[src/rtl/uart_rx_pkg.sv]
// ----------------------------------------------------------------------------
// uart_rx_pkg
// Shared definitions for the UART receive frame controller: receive FSM state
// encoding, the legal oversampling ratios and default widths.
// No ports (package).
// ----------------------------------------------------------------------------
package uart_rx_pkg;

    localparam int DATA_WIDTH_DEF     = 8;
    localparam int PRESCALE_WIDTH_DEF = 6;

    // Legal Prescale values (ticks per bit).
    localparam int PRESCALE_8  = 8;
    localparam int PRESCALE_16 = 16;
    localparam int PRESCALE_32 = 32;

    typedef enum logic [2:0] {
        IDLE   = 3'd0,
        START  = 3'd1,
        DATA   = 3'd2,
        PARITY = 3'd3,
        STOP   = 3'd4
    } rx_state_e;

endpackage

[src/rtl/uart_rx_frame_ctrl_if.sv]
// ----------------------------------------------------------------------------
// uart_rx_frame_ctrl_if
// Groups the frame controller's result bus and its handshake with the
// parity_check stage.
//   par_chk_en  : one-cycle strobe asking parity_check to evaluate
//   P_Data      : deserialized data byte
//   par_error   : registered parity result returned by parity_check
//   data_valid  : one-cycle pulse for a good frame
//   par_err     : parity error flag of the last frame
//   stp_err     : stop-bit error flag of the last frame
//   strt_glitch : one-cycle pulse for a false start bit
// master = frame controller, slave = consumer / parity_check side.
// ----------------------------------------------------------------------------
interface uart_rx_frame_ctrl_if
    import uart_rx_pkg::*;
#(
    parameter int DATA_WIDTH = DATA_WIDTH_DEF
);
    logic                  par_chk_en;
    logic [DATA_WIDTH-1:0] P_Data;
    logic                  par_error;
    logic                  data_valid;
    logic                  par_err;
    logic                  stp_err;
    logic                  strt_glitch;

    modport master (
        output par_chk_en, P_Data, data_valid, par_err, stp_err, strt_glitch,
        input  par_error
    );

    modport slave (
        input  par_chk_en, P_Data, data_valid, par_err, stp_err, strt_glitch,
        output par_error
    );
endinterface

[src/rtl/uart_rx_edge_bit_cnt.sv]
// ----------------------------------------------------------------------------
// uart_rx_edge_bit_cnt
// Oversampling edge counter and data bit counter of the UART receiver.
//   CLK, RST    : clock, asynchronous active-low reset
//   edge_en_i   : count edges (FSM outside IDLE); held at 0 otherwise
//   prescale_i  : latched ticks per bit
//   bit_clr_i   : clear the bit counter
//   bit_inc_i   : advance the bit counter
//   edge_cnt_o  : current edge within the bit, 0..prescale_i-1
//   bit_cnt_o   : index of the data bit being received
//   bit_end_o   : last edge of the current bit
// ----------------------------------------------------------------------------
module uart_rx_edge_bit_cnt #(
    parameter int PRESCALE_WIDTH = 6,
    parameter int BIT_CNT_WIDTH  = 3
) (
    input  logic                      CLK,
    input  logic                      RST,
    input  logic                      edge_en_i,
    input  logic [PRESCALE_WIDTH-1:0] prescale_i,
    input  logic                      bit_clr_i,
    input  logic                      bit_inc_i,
    output logic [PRESCALE_WIDTH-1:0] edge_cnt_o,
    output logic [BIT_CNT_WIDTH-1:0]  bit_cnt_o,
    output logic                      bit_end_o
);

    logic [PRESCALE_WIDTH-1:0] edge_cnt_q, edge_cnt_d;
    logic [BIT_CNT_WIDTH-1:0]  bit_cnt_q, bit_cnt_d;

    assign bit_end_o = edge_en_i && (edge_cnt_q == prescale_i - PRESCALE_WIDTH'(1));

    always_comb begin
        edge_cnt_d = edge_cnt_q + PRESCALE_WIDTH'(1);
        if (!edge_en_i || bit_end_o) begin
            edge_cnt_d = '0;
        end

        bit_cnt_d = bit_cnt_q;
        if (bit_clr_i) begin
            bit_cnt_d = '0;
        end else if (bit_inc_i) begin
            bit_cnt_d = bit_cnt_q + BIT_CNT_WIDTH'(1);
        end
    end

    always_ff @(posedge CLK or negedge RST) begin
        if (!RST) begin
            edge_cnt_q <= '0;
            bit_cnt_q  <= '0;
        end else begin
            edge_cnt_q <= edge_cnt_d;
            bit_cnt_q  <= bit_cnt_d;
        end
    end

    assign edge_cnt_o = edge_cnt_q;
    assign bit_cnt_o  = bit_cnt_q;

endmodule

[src/rtl/uart_rx_frame_ctrl.sv]
// ----------------------------------------------------------------------------
// uart_rx_frame_ctrl
// Receive frame controller: FSM, LSB-first deserializer and error flags.
//   CLK, RST    : oversampling clock, asynchronous active-low reset
//   RX_IN       : serial line, idle high
//   PAR_EN      : frame carries a parity bit (latched at start detection)
//   Prescale    : ticks per bit, 8/16/32 (latched at start detection)
//   sampled_bit : majority-voted bit from the data-sampling stage
//   dat_samp_en : enables the data-sampling stage (every state but IDLE)
//   rx_if       : result bus and parity_check handshake (master side)
// ----------------------------------------------------------------------------
module uart_rx_frame_ctrl
    import uart_rx_pkg::*;
#(
    parameter int DATA_WIDTH     = DATA_WIDTH_DEF,
    parameter int PRESCALE_WIDTH = PRESCALE_WIDTH_DEF
) (
    input  logic                      CLK,
    input  logic                      RST,
    input  logic                      RX_IN,
    input  logic                      PAR_EN,
    input  logic [PRESCALE_WIDTH-1:0] Prescale,
    input  logic                      sampled_bit,
    output logic                      dat_samp_en,
    uart_rx_frame_ctrl_if.master      rx_if
);

    localparam int BIT_CNT_WIDTH = (DATA_WIDTH > 1) ? $clog2(DATA_WIDTH) : 1;

    rx_state_e                 state_q, state_d;
    logic                      par_en_q;
    logic [PRESCALE_WIDTH-1:0] prescale_q;
    logic [DATA_WIDTH-1:0]     p_data_q;
    logic                      data_valid_q, par_err_q, stp_err_q, strt_glitch_q;

    logic [PRESCALE_WIDTH-1:0] edge_cnt;
    logic [BIT_CNT_WIDTH-1:0]  bit_cnt;
    logic                      bit_end;
    logic                      edge_en, bit_clr, bit_inc, par_chk_en;
    logic                      start_det, last_data_bit;

    assign start_det     = (state_q == IDLE) && !RX_IN;
    assign last_data_bit = (bit_cnt == BIT_CNT_WIDTH'(DATA_WIDTH - 1));

    uart_rx_edge_bit_cnt #(
        .PRESCALE_WIDTH (PRESCALE_WIDTH),
        .BIT_CNT_WIDTH  (BIT_CNT_WIDTH)
    ) u_cnt (
        .CLK        (CLK),
        .RST        (RST),
        .edge_en_i  (edge_en),
        .prescale_i (prescale_q),
        .bit_clr_i  (bit_clr),
        .bit_inc_i  (bit_inc),
        .edge_cnt_o (edge_cnt),
        .bit_cnt_o  (bit_cnt),
        .bit_end_o  (bit_end)
    );

    // NOTE: sequential state uses non-blocking assignments so every flop
    // samples pre-edge values regardless of process evaluation order.
    always_ff @(posedge CLK or negedge RST) begin
        if (!RST) begin
            state_q <= IDLE;
        end else begin
            state_q <= state_d;
        end
    end

    // NOTE: state_d is defaulted before the case so every path assigns it;
    // a missing default would infer a latch.
    always_comb begin
        state_d = state_q;
        case (state_q)
            IDLE:    if (!RX_IN)  state_d = START;
            START:   if (bit_end) state_d = sampled_bit ? IDLE : DATA;
            DATA:    if (bit_end && last_data_bit) state_d = par_en_q ? PARITY : STOP;
            PARITY:  if (bit_end) state_d = STOP;
            STOP:    if (bit_end) state_d = IDLE;
            default: state_d = IDLE;
        endcase
    end

    // Strobe parity_check one tick before bit end so its registered result
    // is ready exactly when PARITY makes its decision.
    always_comb begin
        edge_en    = (state_q != IDLE);
        bit_clr    = (state_q == START) && bit_end;
        bit_inc    = (state_q == DATA) && bit_end;
        par_chk_en = (state_q == PARITY) &&
                     (edge_cnt == prescale_q - PRESCALE_WIDTH'(2));
    end

    always_ff @(posedge CLK or negedge RST) begin
        if (!RST) begin
            par_en_q      <= 1'b0;
            prescale_q    <= '0;
            p_data_q      <= '0;
            data_valid_q  <= 1'b0;
            par_err_q     <= 1'b0;
            stp_err_q     <= 1'b0;
            strt_glitch_q <= 1'b0;
        end else begin
            data_valid_q  <= 1'b0;
            strt_glitch_q <= 1'b0;

            // Frame configuration is frozen for the whole frame.
            if (start_det) begin
                par_en_q   <= PAR_EN;
                prescale_q <= Prescale;
                par_err_q  <= 1'b0;
                stp_err_q  <= 1'b0;
            end

            if (bit_inc) begin
                p_data_q <= {sampled_bit, p_data_q[DATA_WIDTH-1:1]};
            end

            if ((state_q == START) && bit_end && sampled_bit) begin
                strt_glitch_q <= 1'b1;
            end

            if ((state_q == PARITY) && bit_end) begin
                par_err_q <= rx_if.par_error;
            end

            if ((state_q == STOP) && bit_end) begin
                stp_err_q    <= ~sampled_bit;
                data_valid_q <= sampled_bit & ~par_err_q;
            end
        end
    end

    assign dat_samp_en       = edge_en;
    assign rx_if.par_chk_en  = par_chk_en;
    assign rx_if.P_Data      = p_data_q;
    assign rx_if.data_valid  = data_valid_q;
    assign rx_if.par_err     = par_err_q;
    assign rx_if.stp_err     = stp_err_q;
    assign rx_if.strt_glitch = strt_glitch_q;

endmodule
[src/flat_wrapper.sv]
// flat-port wrapper written by rule: the top's interface ports become plain ports
module uart_rx_frame_ctrl_flat import uart_rx_pkg::*;
#(
    parameter int DATA_WIDTH     = DATA_WIDTH_DEF,
    parameter int PRESCALE_WIDTH = PRESCALE_WIDTH_DEF
)
  (CLK, RST, RX_IN, PAR_EN, Prescale, sampled_bit, dat_samp_en, rx_if_par_chk_en, rx_if_P_Data, rx_if_data_valid, rx_if_par_err, rx_if_stp_err, rx_if_strt_glitch, rx_if_par_error);
  uart_rx_frame_ctrl_if #(.DATA_WIDTH(DATA_WIDTH)) rx_if_i ();
  input  logic CLK;
  input  logic RST;
  input  logic RX_IN;
  input  logic PAR_EN;
  input  logic [PRESCALE_WIDTH-1:0] Prescale;
  input  logic sampled_bit;
  output logic dat_samp_en;
  output wire logic [$bits(rx_if_i.par_chk_en)-1:0] rx_if_par_chk_en;
  output wire logic [$bits(rx_if_i.P_Data)-1:0] rx_if_P_Data;
  output wire logic [$bits(rx_if_i.data_valid)-1:0] rx_if_data_valid;
  output wire logic [$bits(rx_if_i.par_err)-1:0] rx_if_par_err;
  output wire logic [$bits(rx_if_i.stp_err)-1:0] rx_if_stp_err;
  output wire logic [$bits(rx_if_i.strt_glitch)-1:0] rx_if_strt_glitch;
  input wire logic [$bits(rx_if_i.par_error)-1:0] rx_if_par_error;
  assign rx_if_par_chk_en = rx_if_i.par_chk_en;
  assign rx_if_P_Data = rx_if_i.P_Data;
  assign rx_if_data_valid = rx_if_i.data_valid;
  assign rx_if_par_err = rx_if_i.par_err;
  assign rx_if_stp_err = rx_if_i.stp_err;
  assign rx_if_strt_glitch = rx_if_i.strt_glitch;
  assign rx_if_i.par_error = rx_if_par_error;
  uart_rx_frame_ctrl #(.DATA_WIDTH(DATA_WIDTH), .PRESCALE_WIDTH(PRESCALE_WIDTH)) u_core (.CLK(CLK), .RST(RST), .RX_IN(RX_IN), .PAR_EN(PAR_EN), .Prescale(Prescale), .sampled_bit(sampled_bit), .dat_samp_en(dat_samp_en), .rx_if(rx_if_i));
endmodule
[config.mk]
export PLATFORM = sky130hd
export DESIGN_NAME = uart_rx_frame_ctrl_flat
export DESIGN_NICKNAME = d
export VERILOG_FILES = /design/src/rtl/uart_rx_pkg.sv /design/src/rtl/uart_rx_frame_ctrl_if.sv /design/src/rtl/uart_rx_edge_bit_cnt.sv /design/src/rtl/uart_rx_frame_ctrl.sv /design/src/flat_wrapper.sv
export SDC_FILE = /design/constraint.sdc
export NUM_CORES = 1
export LEC_CHECK = 0
export CAP_MARGIN = 20
export CORE_ASPECT_RATIO = 1.1
export CORE_MARGIN = 2
export CORE_UTILIZATION = 30
export CTS_BUF_LIST = sky130_fd_sc_hd__clkbuf_16
export CTS_CLUSTER_DIAMETER = 150
export DETAILED_ROUTE_END_ITERATION = 6
export PLACE_DENSITY = 0.47
export SYNTH_ARGS = -nofsm -noshare
export SYNTH_HDL_FRONTEND = slang
export SYNTH_HIERARCHICAL = 1
export SYNTH_SLANG_ARGS = --single-unit
[constraint.sdc]
create_clock -name CLK -period 4.48 [get_ports CLK]
set_clock_uncertainty 0.15 [all_clocks]
set_input_delay 0.672 -clock CLK [delete_from_list [all_inputs] [get_ports CLK]]
set_output_delay 0.672 -clock CLK [all_outputs]
set_load 0.005 [all_outputs]
Word-level counts from Yosys, hierarchy flattened
Cells that the tools add are included.
- flip-flop bits (word level): 31
- output and inout bits: 14
- add/sub/neg operators: 4
- equality and inequality tests: 12
- multiplexer cells: 16
- bitwise logic cells: 3
- reduce and logical (&&, ||, !) cells: 18
- operators by type and width (operator ; count):
    $mux W3 ; 8
    $pmux W3 S5 ; 1
    $eq A6 B6 Y1 ; 2
    $logic_and A1 B1 Y1 ; 9
    $ne A2 B1 Y1 const B ; 4
    $add A6 B1 Y6 const B ; 1
    $eq A3 B2 Y1 const B ; 2
    $eq A3 B3 Y1 const B ; 2
    $mux W6 ; 1
    $reduce_bool A2 Y1 ; 3
    $sub A6 B1 Y6 const B ; 1
    $sub A6 B2 Y6 const B ; 1
    $mux W1 ; 5
    $reduce_and A5 Y1 ; 1
    $add A3 B1 Y3 const B ; 1
    $eq A3 B1 Y1 const B ; 1
    $logic_not A3 Y1 ; 1
    $reduce_bool A3 Y1 ; 1
    $logic_not A1 Y1 ; 2
    $mux W2 ; 1
    $ne A2 B2 Y1 const B ; 1
    $not A1 Y1 ; 2
    $and A1 B1 Y1 ; 1
    $logic_or A1 B1 Y1 ; 1

Longest topological paths before layout
Gate-level depths: netlist of run 1.
- word-level depth: 6
- mapped depth: 11
- gate-level depth less buffers: 10

By module
The synthesis of run 1 kept the hierarchy.
- by module, submodules not included (module ; instances ; cells an instance ; area each (um2)):
    uart_rx_frame_ctrl ; 1 ; 91 ; 1141.1
    uart_rx_edge_bit_cnt ; 1 ; 56 ; 571.8

Worst setup path after synthesis of run 1
Ideal clock, no wire load.
- path type: reg2reg
- start point: register u_core.prescale_q[0]
- end point: register u_core.p_data_q[0], in the netlist u_core/rx_if.P_Data[0]
- arrival time: 2.322 ns
- slack: 1.883 ns
- stages on the path, launching flop included: 10
- clock period less this slack: 2.597 ns
- cells stage by stage: dfrtp_1 > inv_1 > ha_1 > xor2_2 > nand2_1 > nor4bb_2 > and3_1 > nor3b_2 > buf_6 > mux2_4
- cells in the longest elaborated chain, start to end: 4
- ends and longest elaborated chain (what ; line ; source):
    from (decl) ; uart_rx_frame_ctrl.sv:32 ; logic [PRESCALE_WIDTH-1:0] prescale_q;
    from (signal assigned) ; uart_rx_frame_ctrl.sv:110 ; prescale_q <= Prescale;
    $sub A6 B1 Y6 ; uart_rx_edge_bit_cnt.sv:31 ; assign bit_end_o = edge_en_i && (edge_cnt_q == prescale_i - PRESCALE_WIDTH'(1));
    $eq A6 B6 Y1 ; uart_rx_edge_bit_cnt.sv:31 ;
    $logic_and A1 B1 Y1 ; uart_rx_edge_bit_cnt.sv:31 ;
    named net u_core.bit_end ; uart_rx_frame_ctrl.sv:38 ; logic bit_end;
    $logic_and A1 B1 Y1 ; uart_rx_frame_ctrl.sv:89 ; bit_inc = (state_q == DATA) && bit_end;
    named net u_core.bit_inc ; uart_rx_frame_ctrl.sv:39 ; logic edge_en, bit_clr, bit_inc, par_chk_en;
    to (signal assigned) ; uart_rx_frame_ctrl.sv:116 ; p_data_q <= {sampled_bit, p_data_q[DATA_WIDTH-1:1]};
    to (decl) ; uart_rx_frame_ctrl.sv:33 ; logic [DATA_WIDTH-1:0] p_data_q;
The timed path passes the listed nets, and every way through them passes these cells.
A chain may end at the register's enable or synchronous reset.

Worst setup path in the final report of run 1
- start point: register u_core.prescale_q[0]
- end point: register u_core.p_data_q[0], in the netlist u_core/rx_if.P_Data[0]
- cells in the longest elaborated chain, start to end: 4
- ends and longest elaborated chain (what ; line):
    $sub A6 B1 Y6 ; uart_rx_edge_bit_cnt.sv:31
    $eq A6 B6 Y1 ; uart_rx_edge_bit_cnt.sv:31
    $logic_and A1 B1 Y1 ; uart_rx_edge_bit_cnt.sv:31
    named net u_core.bit_end ; uart_rx_frame_ctrl.sv:38
    $logic_and A1 B1 Y1 ; uart_rx_frame_ctrl.sv:89
The timed path passes the listed nets, and every way through them passes these cells.

==> results.json, run 1 <==
{
  "hold_buffers": 0,
  "diodes": 0,
  "max_freq_mhz": 311,
  "synth-simple-area-share": 0.156,
  "final_hold_viol_count": 0,
  "clock_latency_ns": 0.27,
  "cp_slowest_cell": "nor4bb_2",
  "synthArstFlopShare": 1.00,
  "antenna_found_initial": 0,
  "clock_sinks": 31,
  "fin_crit_sh": 0.717,
  "grt_overflow_total": 0,
  "fp.dieW_um": 76.0,
  "dr.pass1.iters": 4,
  "max_stage_delay_ns": 0.62,
  "synthAdderAreaFrac": 0.0292,
  "wire_per_inst_um": 13.2,
  "avgSynthCellArea_um2": 11.7,
  "switching_share": 0.366,
  "routed_via_density": 4.61,
  "cp.buffers_inverters": 2,
  "ioPinCount": 26,
  "rsz0062_at_grt": "no",
  "ys_types": 43,
  "min_path_type": "reg -> reg",
  "critPathRequiredTime_ns": 4.48,
  "switching_power_uw": 486,
  "die_area_um2": 6330,
  "routed_wl_mm": 3.31,
  "grt_pass1_wl_mm": 5.87,
  "synth.area.mux_share": 0.102,
  "worst-setup-path-type": "reg -> reg",
  "cp-end-kind": "flip-flop",
  "p_int_uw": 843,
  "p_per_area_nw_per_um2": 615,
  "outcome": "complete, no violations",
  "placementRows": 28,
  "drc": 0,
  "share_comb_of_total_power": 0.388,
  "final_layout_size_suffix_gt1_frac": 0.131,
  "fin_tns_setup_ns": 0,
  "synth_area_um2": 1710,
  "grt_pass1_vias": 1225,
  "gp_congestion": 0.793,
  "clock_path_buffers": 2,
  "cp-start-kind": "flip-flop",
  "synth-seq-cells": 31,
  "cts_made_buffers": 5,
  "synth_nets": 163,
  "slew_headroom": 0.555,
  "cts_setup_buffers": 0,
  "synth_top_family_by_area": "simple AND/OR/NAND/NOR gates",
  "grt_start_max_net_pins": 32,
  "root_buffer": "clkbuf_16",
  "h-tree-depth": 2,
  "seq_area_frac_synth": 0.453,
  "synth_compound_area_frac": 0.103,
  "p_seq_frac": 0.375,
  "fin_util": 0.398,
  "leakage_nw": 0.915,
  "finalSetupViolCount": 0,
  "num_vias": 1156,
  "worst_pin_slew_ns": 0.658,
  "post_cts_resized": 0,
  "dpl.hpwl_mm": 2.43,
  "max_cap_viol_count": 0,
  "irDropWorstVdd_mv": 0.279,
  "synth_edf_count": 0,
  "path_delay_family": "simple AND/OR/NAND/NOR gates",
  "cts_tree": "built",
  "fp.dieH_um": 83.3,
  "clk_pin_slew_ns": 0.05,
  "final_antenna_net_count": 0,
  "io_buffer_count": 25,
  "start_util": 0.315,
  "path_max_fanout": 11,
  "area_growth_pct": 26.2,
  "syn-instance-count": 147,
  "core-area_um2": 5430,
  "crit_chain": "inv_1, ha_1, xor2_2, nand2_1, nor4bb_2, and3_1, nor3b_2, buf_4, mux2_4",
  "drtIter0Drc": 46,
  "finalMaxSlewViolations": 0,
  "nNetsFinal": 191,
  "synth_xor_area_frac": 0.115,
  "clkPwrFrac": 0.237,
  "yosysWarnings": 6,
  "synth_ff_type": "dfrtp_1",
  "track_usage": 0.113,
  "fin_crit_ns": 3.21,
  "cp_data_arrival_time_ns": 3.21
}
## sequential cells by signal (all words and copies together) (netlist names), 3 cells and up
signal,cells
u_core/prescale_q,6
u_core/u_cnt/edge_cnt_o,6
u_core/u_cnt/bit_cnt_o,3
u_core/state_q,3
u_core/rx_if.P_Data,8
## logic make-up after synthesis
group	after synthesis
xor gates and xnor gates	20
DFF	31
AOI/OAI and AO/OA	25
and+or+nand+nor	42
adders and majority gates	4
buffers and inverters	12
muxes	13
## stage by stage
stage / setup slack [ns] / hold slack, ns / area, um2 / power (mW) / std cells
floorplan: 1.88 / 0.226 / 1710 / 0.902 / 147
global placement: 1.33 / 0.356 / 2020 / 1.02 / 243
detailed placement: 1.28 / 0.373 / 2020 / 1.02 / 243
CTS: 1.26 / 0.381 / 2160 / 1.35 / 251
global route: 1.04 / 0.395 / 2160 / 1.43 / 251
finish: 1.27 / 0.376 / 2160 / 1.33 / 251
## per-layer routing
layer / global-route usage / up-vias / routed length [um]
met5: 0 / - / 0
met3: 0.0293 / 4 / 57
met1: 0.141 / 565 / 1560
met4: 0.0298 / 0 / 29
met2: 0.195 / 10 / 1660
li1: - / 577 / -
## area by class of cell
type / instances / area (um2)
Multi-Input combinational cell: 104 / 865
Sequential cell: 31 / 776
Clock inverter: 3 / 15.0
Clock buffer: 5 / 125
Fill cell: 529 / 3270
Inverter: 6 / 22.5
Timing Repair Buffer: 27 / 265
Tap cell: 75 / 93.8
## power groups by stage
stage / clock [mW] / combinational [mW] / sequential (mW)
2_1_floorplan: 0 / 0.446 / 0.456
3_3_place_gp: 0 / 0.517 / 0.504
3_5_place_dp: 0 / 0.516 / 0.505
4_1_cts: 0.326 / 0.520 / 0.501
5_1_grt: 0.337 / 0.577 / 0.520
6_report: 0.315 / 0.515 / 0.499
## cells in the final DEF (no fill, tap or decap), drive strengths merged, types with 2 or more instances in the layout
master,n
ha,4
xor2,9
clkbuf,5
inv,6
nor4b,3
xnor2,10
a21oi,3
nor2,5
mux2,12
a211oi,6
buf,2
dfrtp,31
nand3,4
nor2b,3
o21bai,2
nand2b,3
nor3b,2
o21ai,7
clkinv,2
nor4,2
and3,4
nor3,3
clkdlybuf4s50,25
nand2,9
a311oi,2
## worst reg2reg max path: stages, from the launching register on
cell	delay, ns
dfrtp_1	0.46
inv_1	0.07
ha_1	0.32
xor2_2	0.12
nand2_1	0.07
nor4bb_2	0.62
and3_1	0.47
nor3b_2	0.23
buf_4	0.24
mux2_4	0.33
## Yosys cell counts (all sizes together), types with 2 or more instances
cell type	instances	share of area
a211oi	6	0.026
a21oi	3	0.0088
a311oi	2	0.014
and3	4	0.015
buf	6	0.029
dfrtp	31	0.45
ha	4	0.029
inv	6	0.013
mux2	12	0.096
nand2	9	0.020
nand2b	3	0.012
nand3	4	0.012
nor2	5	0.011
nor2b	3	0.011
nor3	3	0.012
nor3b	2	0.012
nor4	2	0.016
nor4b	3	0.015
o21ai	7	0.020
o21bai	2	0.0088
xnor2	10	0.051
xor2	9	0.050
## final timing paths
path,start,to,slack [ns],depth (start not counted)
worst max register to register,u_core/prescale_q[0],u_core/rx_if.P_Data[0],1.27,9
min in group asynchronous,RST,u_core/rx_if.strt_glitch,0.66,2
worst min-delay path,u_core/rx_if.P_Data[5],u_core/rx_if.P_Data[4],0.38,1
worst min register to register,u_core/rx_if.P_Data[5],u_core/rx_if.P_Data[4],0.38,1
max in group asynchronous,RST,u_core/rx_if.P_Data[6],3.22,2
worst max-delay path,u_core/prescale_q[0],u_core/rx_if.P_Data[0],1.27,9
Note: power is estimated with default switching activity, not from simulation.
==> run 2, diff against run 1 <==
clock period = 3 ns   (was 4.48 ns; I/O delays follow)
==> results.json, run 2 (synthesis results as in run 1) <==
{
  "worst_pin_slew_ns": 0.457,
  "fp.dieH_um": 83.3,
  "fp.dieW_um": 76.0,
  "met2_length_mm": 1.77,
  "io_buffer_count": 25,
  "area_growth_pct": 28.4,
  "cts_made_buffers": 5,
  "diodes": 0,
  "ioPinCount": 26,
  "final_hold_viol_count": 0,
  "clock_latency_ns": 0.27,
  "start_util": 0.315,
  "max_cap_viol_count": 0,
  "cts_setup_buffers": 0,
  "track_usage": 0.119,
  "multi_input_area_um2": 865,
  "clock_sinks": 31,
  "largest_reg_flops": 8,
  "fin_tns_setup_ns": 0,
  "wire_per_inst_um": 13.5,
  "drc": 0,
  "placementRows": 28,
  "hold_buffers": 0,
  "critPathRequiredTime_ns": 2.40,
  "grt_pass1_vias": 1289,
  "grt_overflow_total": 0,
  "path_max_fanout": 5,
  "dpl.hpwl_mm": 2.57,
  "rsz0062_at_grt": "no",
  "regArea_um2": 776,
  "leakage_nw": 0.940,
  "outcome": "complete, no violations",
  "root_buffer": "clkbuf_16",
  "max_freq_mhz": 358,
  "grt_start_max_net_pins": 32,
  "slew_headroom": 0.695,
  "p_per_area_nw_per_um2": 937,
  "clock_path_buffers": 2,
  "post_cts_resized": 0,
  "gp_congestion": 0.743,
  "fin_crit_ns": 2.79,
  "highest_layer": "met4",
  "routed_wl_mm": 3.46,
  "fin_crit_sh": 0.931,
  "worst-setup-path-type": "reg -> out",
  "min_path_type": "reg -> reg",
  "final_antenna_net_count": 0,
  "h-tree-depth": 2,
  "fillers": 520,
  "mostFrequentLayoutCells": "dfrtp_1, clkdlybuf4s50_1, xnor2_1, nand2_1",
  "grt_pass1_wl_mm": 5.96,
  "power_mw": 2.06,
  "dr.pass1.iters": 4,
  "fin_util": 0.405,
  "cp-start-kind": "flip-flop",
  "irDropWorstVdd_mv": 0.302,
  "die_area_um2": 6330,
  "routed_via_density": 4.65,
  "finalSetupViolCount": 0,
  "num_vias": 1191,
  "cts_tree": "built",
  "finalMaxSlewViolations": 0,
  "clk_pin_slew_ns": 0.05,
  "wl_met1_mm": 1.52,
  "antenna_found_initial": 0,
  "drtIter0Drc": 42,
  "cp-end-kind": "primary output",
  "wl_met3_um": 109,
  "core-area_um2": 5430,
  "nNetsFinal": 196,
  "cp_data_arrival_time_ns": 2.19,
  "mostFrequentLayoutCell": "dfrtp_1",
  "final_layout_size_suffix_gt1_frac": 0.155
}
run 2: where the power goes:
| part | internal, mW | switching (mW) | total (mW) |
|---|---|---|---|
| registers | 0.538 | 0.185 | 0.723 |
| logic | 0.466 | 0.396 | 0.862 |
| clock network | 0.301 | 0.176 | 0.476 |
run 2: cell type report:
cell class	count	share of cell area
clock buffers	5	0.0569
clock inverters	3	0.00683
inverters	6	0.0102
multi-input cells	104	0.393
flip-flops and latches	31	0.353
well taps	75	0.0427
repair buffers	32	0.138
run 2: routing by layer:
layer  vias up  track usage
met5         -            0
met4         0       0.0529
met3         6       0.0326
met2        16        0.211
met1       581        0.133
li1        588            -
run 2: through the flow:
stage	hold WS, ns	std cells	area [um2]	setup slack [ns]
after floorplan	0.00441	147	1710	0.403
after global placement	0.349	248	2060	0.442
after detailed placement	0.364	248	2060	0.388
after CTS	0.375	256	2200	0.165
after global routing	0.386	256	2200	0.0853
final	0.365	256	2200	0.207
run 2: worst paths after layout:
| path | from | end | slack, ns | cells past startpoint |
|---|---|---|---|---|
| hold reg to reg | u_core/rx_if.P_Data[0] | u_core/rx_if.P_Data[0] | 0.36 | 1 |
| setup reg to reg | u_core/prescale_q[0] | u_core/rx_if.P_Data[1] | 0.41 | 9 |
| min in group asynchronous | RST | u_core/rx_if.P_Data[7] | 0.42 | 2 |
| hold / removal | u_core/rx_if.P_Data[0] | u_core/rx_if.P_Data[0] | 0.36 | 1 |
| setup / recovery | u_core/prescale_q[1] | rx_if_par_chk_en | 0.21 | 6 |
| max in group asynchronous | RST | u_core/prescale_q[4] | 1.99 | 2 |
run 2: worst max-delay path: stages, from the launching register on:
cell	delay, ns
dfrtp_1	0.44
inv_1	0.09
ha_1	0.22
xnor3_1	0.36
nand3_1	0.08
nor4_1	0.20
clkdlybuf4s50_1	0.55
==> run 3, diff against run 2 <==
REMOVE_ABC_BUFFERS = 1   (was not set)
==> results.json, run 3 (synthesis results as in run 1) <==
{
  "area_growth_pct": 29.4,
  "rr_startpoint": "u_core/prescale_q[1]",
  "final_hold_viol_count": 0,
  "rsz0062_at_grt": "no",
  "min_path_type": "reg -> reg",
  "hold_path_depth": 2,
  "cp_slowest_cell": "clkdlybuf4s50_1",
  "placementRows": 28,
  "worst-setup-path-type": "reg -> out",
  "fin_crit_sh": 0.927,
  "gp_congestion": 0.730,
  "fp.dieH_um": 83.3,
  "track_usage": 0.117,
  "regArea_um2": 776,
  "worst-path-stages": 6,
  "num_vias": 1189,
  "slew_headroom": 0.528,
  "drc": 0,
  "outcome": "complete, no violations",
  "crit_chain": "inv_1, ha_1, xnor3_1, nand3_1, nor4_1, clkdlybuf4s50_1",
  "cp.buffers_inverters": 2,
  "wire_per_inst_um": 13.8,
  "path_delay_family": "buffers and inverters",
  "dpl.hpwl_mm": 2.55,
  "final_layout_size_suffix_gt1_frac": 0.156,
  "finalSetupViolCount": 0,
  "ioPinCount": 26,
  "worst_pin_slew_ns": 0.703,
  "reg2reg_to": "u_core/u_cnt/bit_cnt_o[2]",
  "multi_input_area_um2": 865,
  "p_per_area_nw_per_um2": 969,
  "clock_sinks": 31,
  "clkPwrFrac": 0.264,
  "drtIter0Drc": 78,
  "diodes": 0,
  "cp-end-kind": "primary output",
  "cts_tree": "built",
  "antenna_found_initial": 0,
  "fin_crit_ns": 2.78,
  "core-area_um2": 5430,
  "rr_worst_depth": 11,
  "routed_wl_mm": 3.52,
  "r2r_slack_ns": 0.43,
  "post_cts_resized": 0,
  "fp.dieW_um": 76.0,
  "nNetsFinal": 195,
  "max_freq_mhz": 359,
  "mostFrequentLayoutCells": "dfrtp_1, clkdlybuf4s50_1, xnor2_1, nand2_1",
  "critPathRequiredTime_ns": 2.40,
  "final_antenna_net_count": 0,
  "path_max_fanout": 5,
  "io_buffer_count": 25,
  "fin_util": 0.408,
  "h-tree-depth": 2,
  "die_area_um2": 6330,
  "grt_start_max_net_pins": 32,
  "switching_share": 0.352,
  "leakage_nw": 0.951,
  "p_int_mw": 1.39,
  "max_stage_delay_ns": 0.54,
  "grt_pass1_vias": 1214,
  "cp-start-kind": "flip-flop",
  "clk_pin_slew_ns": 0.05,
  "clock_path_buffers": 2,
  "clock_latency_ns": 0.27,
  "finalMaxSlewViolations": 0,
  "share_comb_of_total_power": 0.400,
  "irDropWorstVdd_mv": 0.303,
  "largest_reg_flops": 8,
  "cp_data_arrival_time_ns": 2.18,
  "fillers": 540,
  "root_buffer": "clkbuf_16",
  "grt_overflow_total": 0,
  "max_cap_viol_count": 0,
  "min-delay-start": "u_core/rx_if.stp_err",
  "holdPathEnd": "u_core/rx_if.stp_err",
  "mostFrequentLayoutCell": "dfrtp_1",
  "p_seq_frac": 0.336,
  "cts_setup_buffers": 0,
  "hold_buffers": 0,
  "fin_tns_setup_ns": 0,
  "cts_made_buffers": 5,
  "grt_pass1_wl_mm": 5.84,
  "dr.pass1.iters": 4,
  "switching_power_uw": 756,
  "routed_via_density": 4.66,
  "start_util": 0.315
}
run 3: changes by cell type in the layout (fill, tap and decap cells not counted), sizes merged:
cell and change:
buf -1, bufinv +1, clkinvlp -1
run 3: layout make-up:
type                            count  share of cell area
Multi-Input combinational cell    104               0.390
Sequential cell                    31               0.350
Timing Repair Buffer               31               0.133
Clock buffer                        5              0.0565
Tap cell                           75              0.0423
Clock inverter                      3              0.0175
Inverter                            6              0.0102
run 3: worst reg2reg max path, delay by kind of cell, from the launching register on:
kind | cells | cell delay, ns
xor+xnor | 2 | 0.31
fa+ha+maj | 1 | 0.31
buf+inv | 2 | 0.33
flops | 1 | 0.45
simple gates | 6 | 0.91
run 3: per-layer routing:
layer / GRT usage / vias up / share of wire
li1: - / 581 / -
met1: 0.132 / 578 / 0.43
met2: 0.205 / 25 / 0.50
met3: 0.0457 / 5 / 0.055
met4: 0.0347 / 0 / 0.012
met5: 0 / - / 0
run 3: power groups by stage:
| stage | Sequential (mW) | Clock (mW) | Combinational [mW] |
|---|---|---|---|
| finish | 0.722 | 0.567 | 0.858 |
| global placement | 0.725 | 0 | 0.844 |
| CTS | 0.725 | 0.584 | 0.867 |
| floorplan | 0.700 | 0 | 0.621 |
| detailed placement | 0.731 | 0 | 0.858 |
| global route | 0.745 | 0.603 | 0.956 |
run 3: worst max-delay path by stage:
stage	start	end	slack [ns]
2_1_floorplan	u_core/prescale_q[0]	u_core/u_cnt/bit_cnt_o[2]	-0.22
3_3_place_gp	u_core/prescale_q[1]	rx_if_par_chk_en	0.48
3_5_place_dp	u_core/prescale_q[1]	u_core/u_cnt/bit_cnt_o[2]	0.41
4_1_cts	u_core/prescale_q[1]	rx_if_par_chk_en	0.18
5_1_grt	u_core/prescale_q[1]	rx_if_par_chk_en	0.13
6_report	u_core/prescale_q[1]	rx_if_par_chk_en	0.22
run 3: through the flow:
| stage | setup slack (ns) | hold WS (ns) | total power [mW] | instance area [um2] | std cells |
|---|---|---|---|---|---|
| global route | 0.126 | 0.404 | 2.30 | 2220 | 255 |
| global placement | 0.476 | 0.349 | 1.57 | 2050 | 247 |
| floorplan | -0.216 | 0.00441 | 1.32 | 1660 | 141 |
| finish | 0.218 | 0.371 | 2.15 | 2220 | 255 |
| CTS | 0.177 | 0.379 | 2.18 | 2220 | 255 |
| detailed placement | 0.414 | 0.358 | 1.59 | 2050 | 247 |
==> patch: new RTL, flow settings as in run 3 <==
Re-encode `rx_state_e` (5 states) as one-hot, 5 bits wide.
--- a/src/rtl/uart_rx_pkg.sv
+++ b/src/rtl/uart_rx_pkg.sv
@@ -16,8 +16,8 @@
 
-    typedef enum logic [2:0] {
-        IDLE   = 3'd0,
-        START  = 3'd1,
-        DATA   = 3'd2,
-        PARITY = 3'd3,
-        STOP   = 3'd4
+    typedef enum logic [4:0] {
+        IDLE   = 5'b00001,
+        START  = 5'b00010,
+        DATA   = 5'b00100,
+        PARITY = 5'b01000,
+        STOP   = 5'b10000
     } rx_state_e;
Check against the original RTL: same outputs for any inputs over 10 cycles, from zero or initial values and one cycle with RST low; not proved beyond that.
==> patch against run 3 <==
Wire length up 10%; total power fell by 15%; global-route usage grew 1.2 points; synthesized cell count increased by 14%; setup slack improved by 0.024 ns; sequential cell count increased by 2; design area is 4.6% higher; synthesized area grew 6.1%; critical endpoint is now u_core/rx_if.P_Data[6]$_DFFE_PN0P_; largest power group is now registers.
==> patch: results (changes against run 3) <==
Routing
The via count is 1362 (+15%). The length of the first detailed-routing pass in iterations is 4 (unchanged). The final wirelength is 3890 um (+10%). The routed length on met3 is 171 um (-11%).

The final routed wire length divided by cell count came to 14.0 um (+1.3%). Routed signal wires occupy layers up through met4. The met1 routed wirelength after detailed routing is 1700 um (+12%). The met2 wire length was 1960 um (+11%). The DRC violation total after the first TritonRoute iteration is 54 (-31%).

Synthesis
The number of enable-type register cells in the synthesized netlist came to 0 (unchanged). The number of distinct library cell variants in the gate-level netlist after synthesis was 48 (+12%). In the synthesized netlist the dominant register cell turns out to be dfrtp_1.

After synthesis, the cell types taking the most area are dfrtp_1, mux2_2, xnor2_1. The sequential-to-total area share from yosys stat is 45.5% (+0.23 points). The warning count from the yosys run was 6 (unchanged). The fraction of synthesis flops using an asynchronous set or reset pin is 100% (unchanged). The number of instances in the synthesized netlist came to 167 (+14%).

Counting instances in the post-synthesis netlist gives the leading cell types as dfrtp_1, mux2_2, nand2_1, xnor2_1, xor2_1.

Placed design
The port buffer count came to 25 (unchanged). The detailed placer's ending HPWL is 2830 um (+11%). The cell count after placement is 270 (+9.3%). The final RePlAce weighted congestion is 0.819 (+12%). The placed instance area came to 2170 um2 (+5.7%).

Clocking
The setup fix buffers added after clock tree synthesis is 0 (unchanged). The CTS buffer count is 5 (unchanged). The clock latency on the worst-skew pair is 0.27 ns (about the same). The library cell used as clock root buffer is clkbuf_16. The clock transition at the register clock pins on the worst setup and hold paths after CTS is 0.06 ns. The maximum root-to-sink buffer count is 2 (unchanged). The post-CTS resize count is 0 (unchanged). The CTS H-tree depth is 2 (unchanged).

Min path
In this run the worst hold path is classified as reg2reg.

GRT
The number of global-route vias before repair is 1468 (+21%). The wire length of the first global-routing pass is 6830 um (+17%). The global routing usage on met2 was 22.1% (+1.6 points). The maximum number of pins on one net before global-route repair is 34 (+6.3%).

The global routing usage summed across all routing layers is 12.9% (+1.2 points). The met1 usage in global routing is 15.1% (+1.9 points). The initial antenna violation count is 0 (unchanged). The global routing met3 resource utilization was 4.11% (-0.46 points).

Status
The flow ran to the end, and the final reports show no timing, DRC or antenna violations.

Power
The maximum VDD drop is 0.286 mV (-5.5%). The static leakage came to 0.996 nW (+4.6%).

Timing
The measured slew at the worst slew-check pin is 0.446 ns (-0.257 ns).

Setup path
The maximum fanout count along the critical path is 11 (+6). The arrival time at the worst endpoint is 2.77 ns (+0.59 ns).

Flow run
The max-cap violation count is 0 (unchanged).

Final layout
The share of final-layout standard cells stronger than drive strength 1 was 18.4% (+2.9 points). The area growth from synthesis to layout is 27.5%. The number of nets at the end of the flow is 216 (+11%). The number of flip-flops in the largest register was 8 (unchanged). The number of diodes is 0 (unchanged). The filler cell count in the final layout is 565 (+4.6%).
[patch: cell types whose count changed after synthesis, moves of 2 or more]
cell,delta
nor3_1,+3
nor4b_1,-2
buf_4,-2
o21ai_1,-5
mux2_2,+13
nor2_1,+2
o22ai_1,+2
a31oi_1,+2
inv_1,+2
mux2_1,-4
o21ai_0,+6
o211ai_1,+2
mux2_4,-8
nand2b_1,+4
[patch: critical path, cell delays in order, from the launching register on]
cell and delay (ns):
dfrtp_1 0.44, inv_1 0.07, ha_1 0.31, xor2_2 0.13
nand2_1 0.07, nor4bb_2 0.32, and3_1 0.22, nor2b_1 0.21
and3_1 0.18, buf_4 0.20, mux2_2 0.35
[patch: path summary, 6_finish.rpt]
check | start | to | slack [ns] | depth (start not counted)
setup reg to reg | u_core/prescale_q[1]$_DFFE_PN0P_ | u_core/rx_if.P_Data[6]$_DFFE_PN0P_ | 0.24 | 10
min in group asynchronous | RST | u_core/prescale_q[0]$_DFFE_PN0P_ | 0.44 | 2
max in group asynchronous | RST | u_core/state_q[0]$_DFFE_PN1P_ | 1.93 | 2
setup / recovery | u_core/prescale_q[1]$_DFFE_PN0P_ | u_core/rx_if.P_Data[6]$_DFFE_PN0P_ | 0.24 | 10
hold / removal | u_core/rx_if.P_Data[0]$_DFFE_PN0P_ | u_core/rx_if.P_Data[0]$_DFFE_PN0P_ | 0.36 | 1
hold reg to reg | u_core/rx_if.P_Data[0]$_DFFE_PN0P_ | u_core/rx_if.P_Data[0]$_DFFE_PN0P_ | 0.36 | 1
[patch: final cells by class]
| class | instances | share of cell area (%) |
|---|---|---|
| clock buffers | 5 | 5.40 |
| well taps | 77 | 4.16 |
| multi-input cells | 121 | 39.7 |
| inverters | 8 | 1.30 |
| flip-flops and latches | 33 | 35.7 |
| repair buffers | 31 | 12.7 |
| clock inverters | 3 | 0.972 |
[patch: through the flow]
stage	hold slack, ns	setup WS [ns]
final	0.356	0.242
after global routing	0.370	0.0108
after CTS	0.358	0.227
after detailed placement	0.346	0.237
after global placement	0.341	0.293
after floorplan	0.00441	-0.0171
[patch: where the power goes]
part | total, mW | switching (mW) | internal [mW]
sequential | 0.671 | 0.137 | 0.534
clock | 0.496 | 0.189 | 0.306
combinational | 0.661 | 0.319 | 0.342
total | 1.83 | 0.646 | 1.18
[patch: kinds of logic (layout without fill, tap and decap cells)]
family	count (synthesis)	after routing	synth area share (%)
adder cells (fa/ha/maj)	4	4	2.75
multiplexers	14	14	8.61
AO/OA/AOI/OAI	28	28	10.5
buffers and inverters	13	47	3.86
XOR/XNOR	19	19	9.57
AND/OR/NAND/NOR	56	56	19.2
flip-flops	33	33	45.5
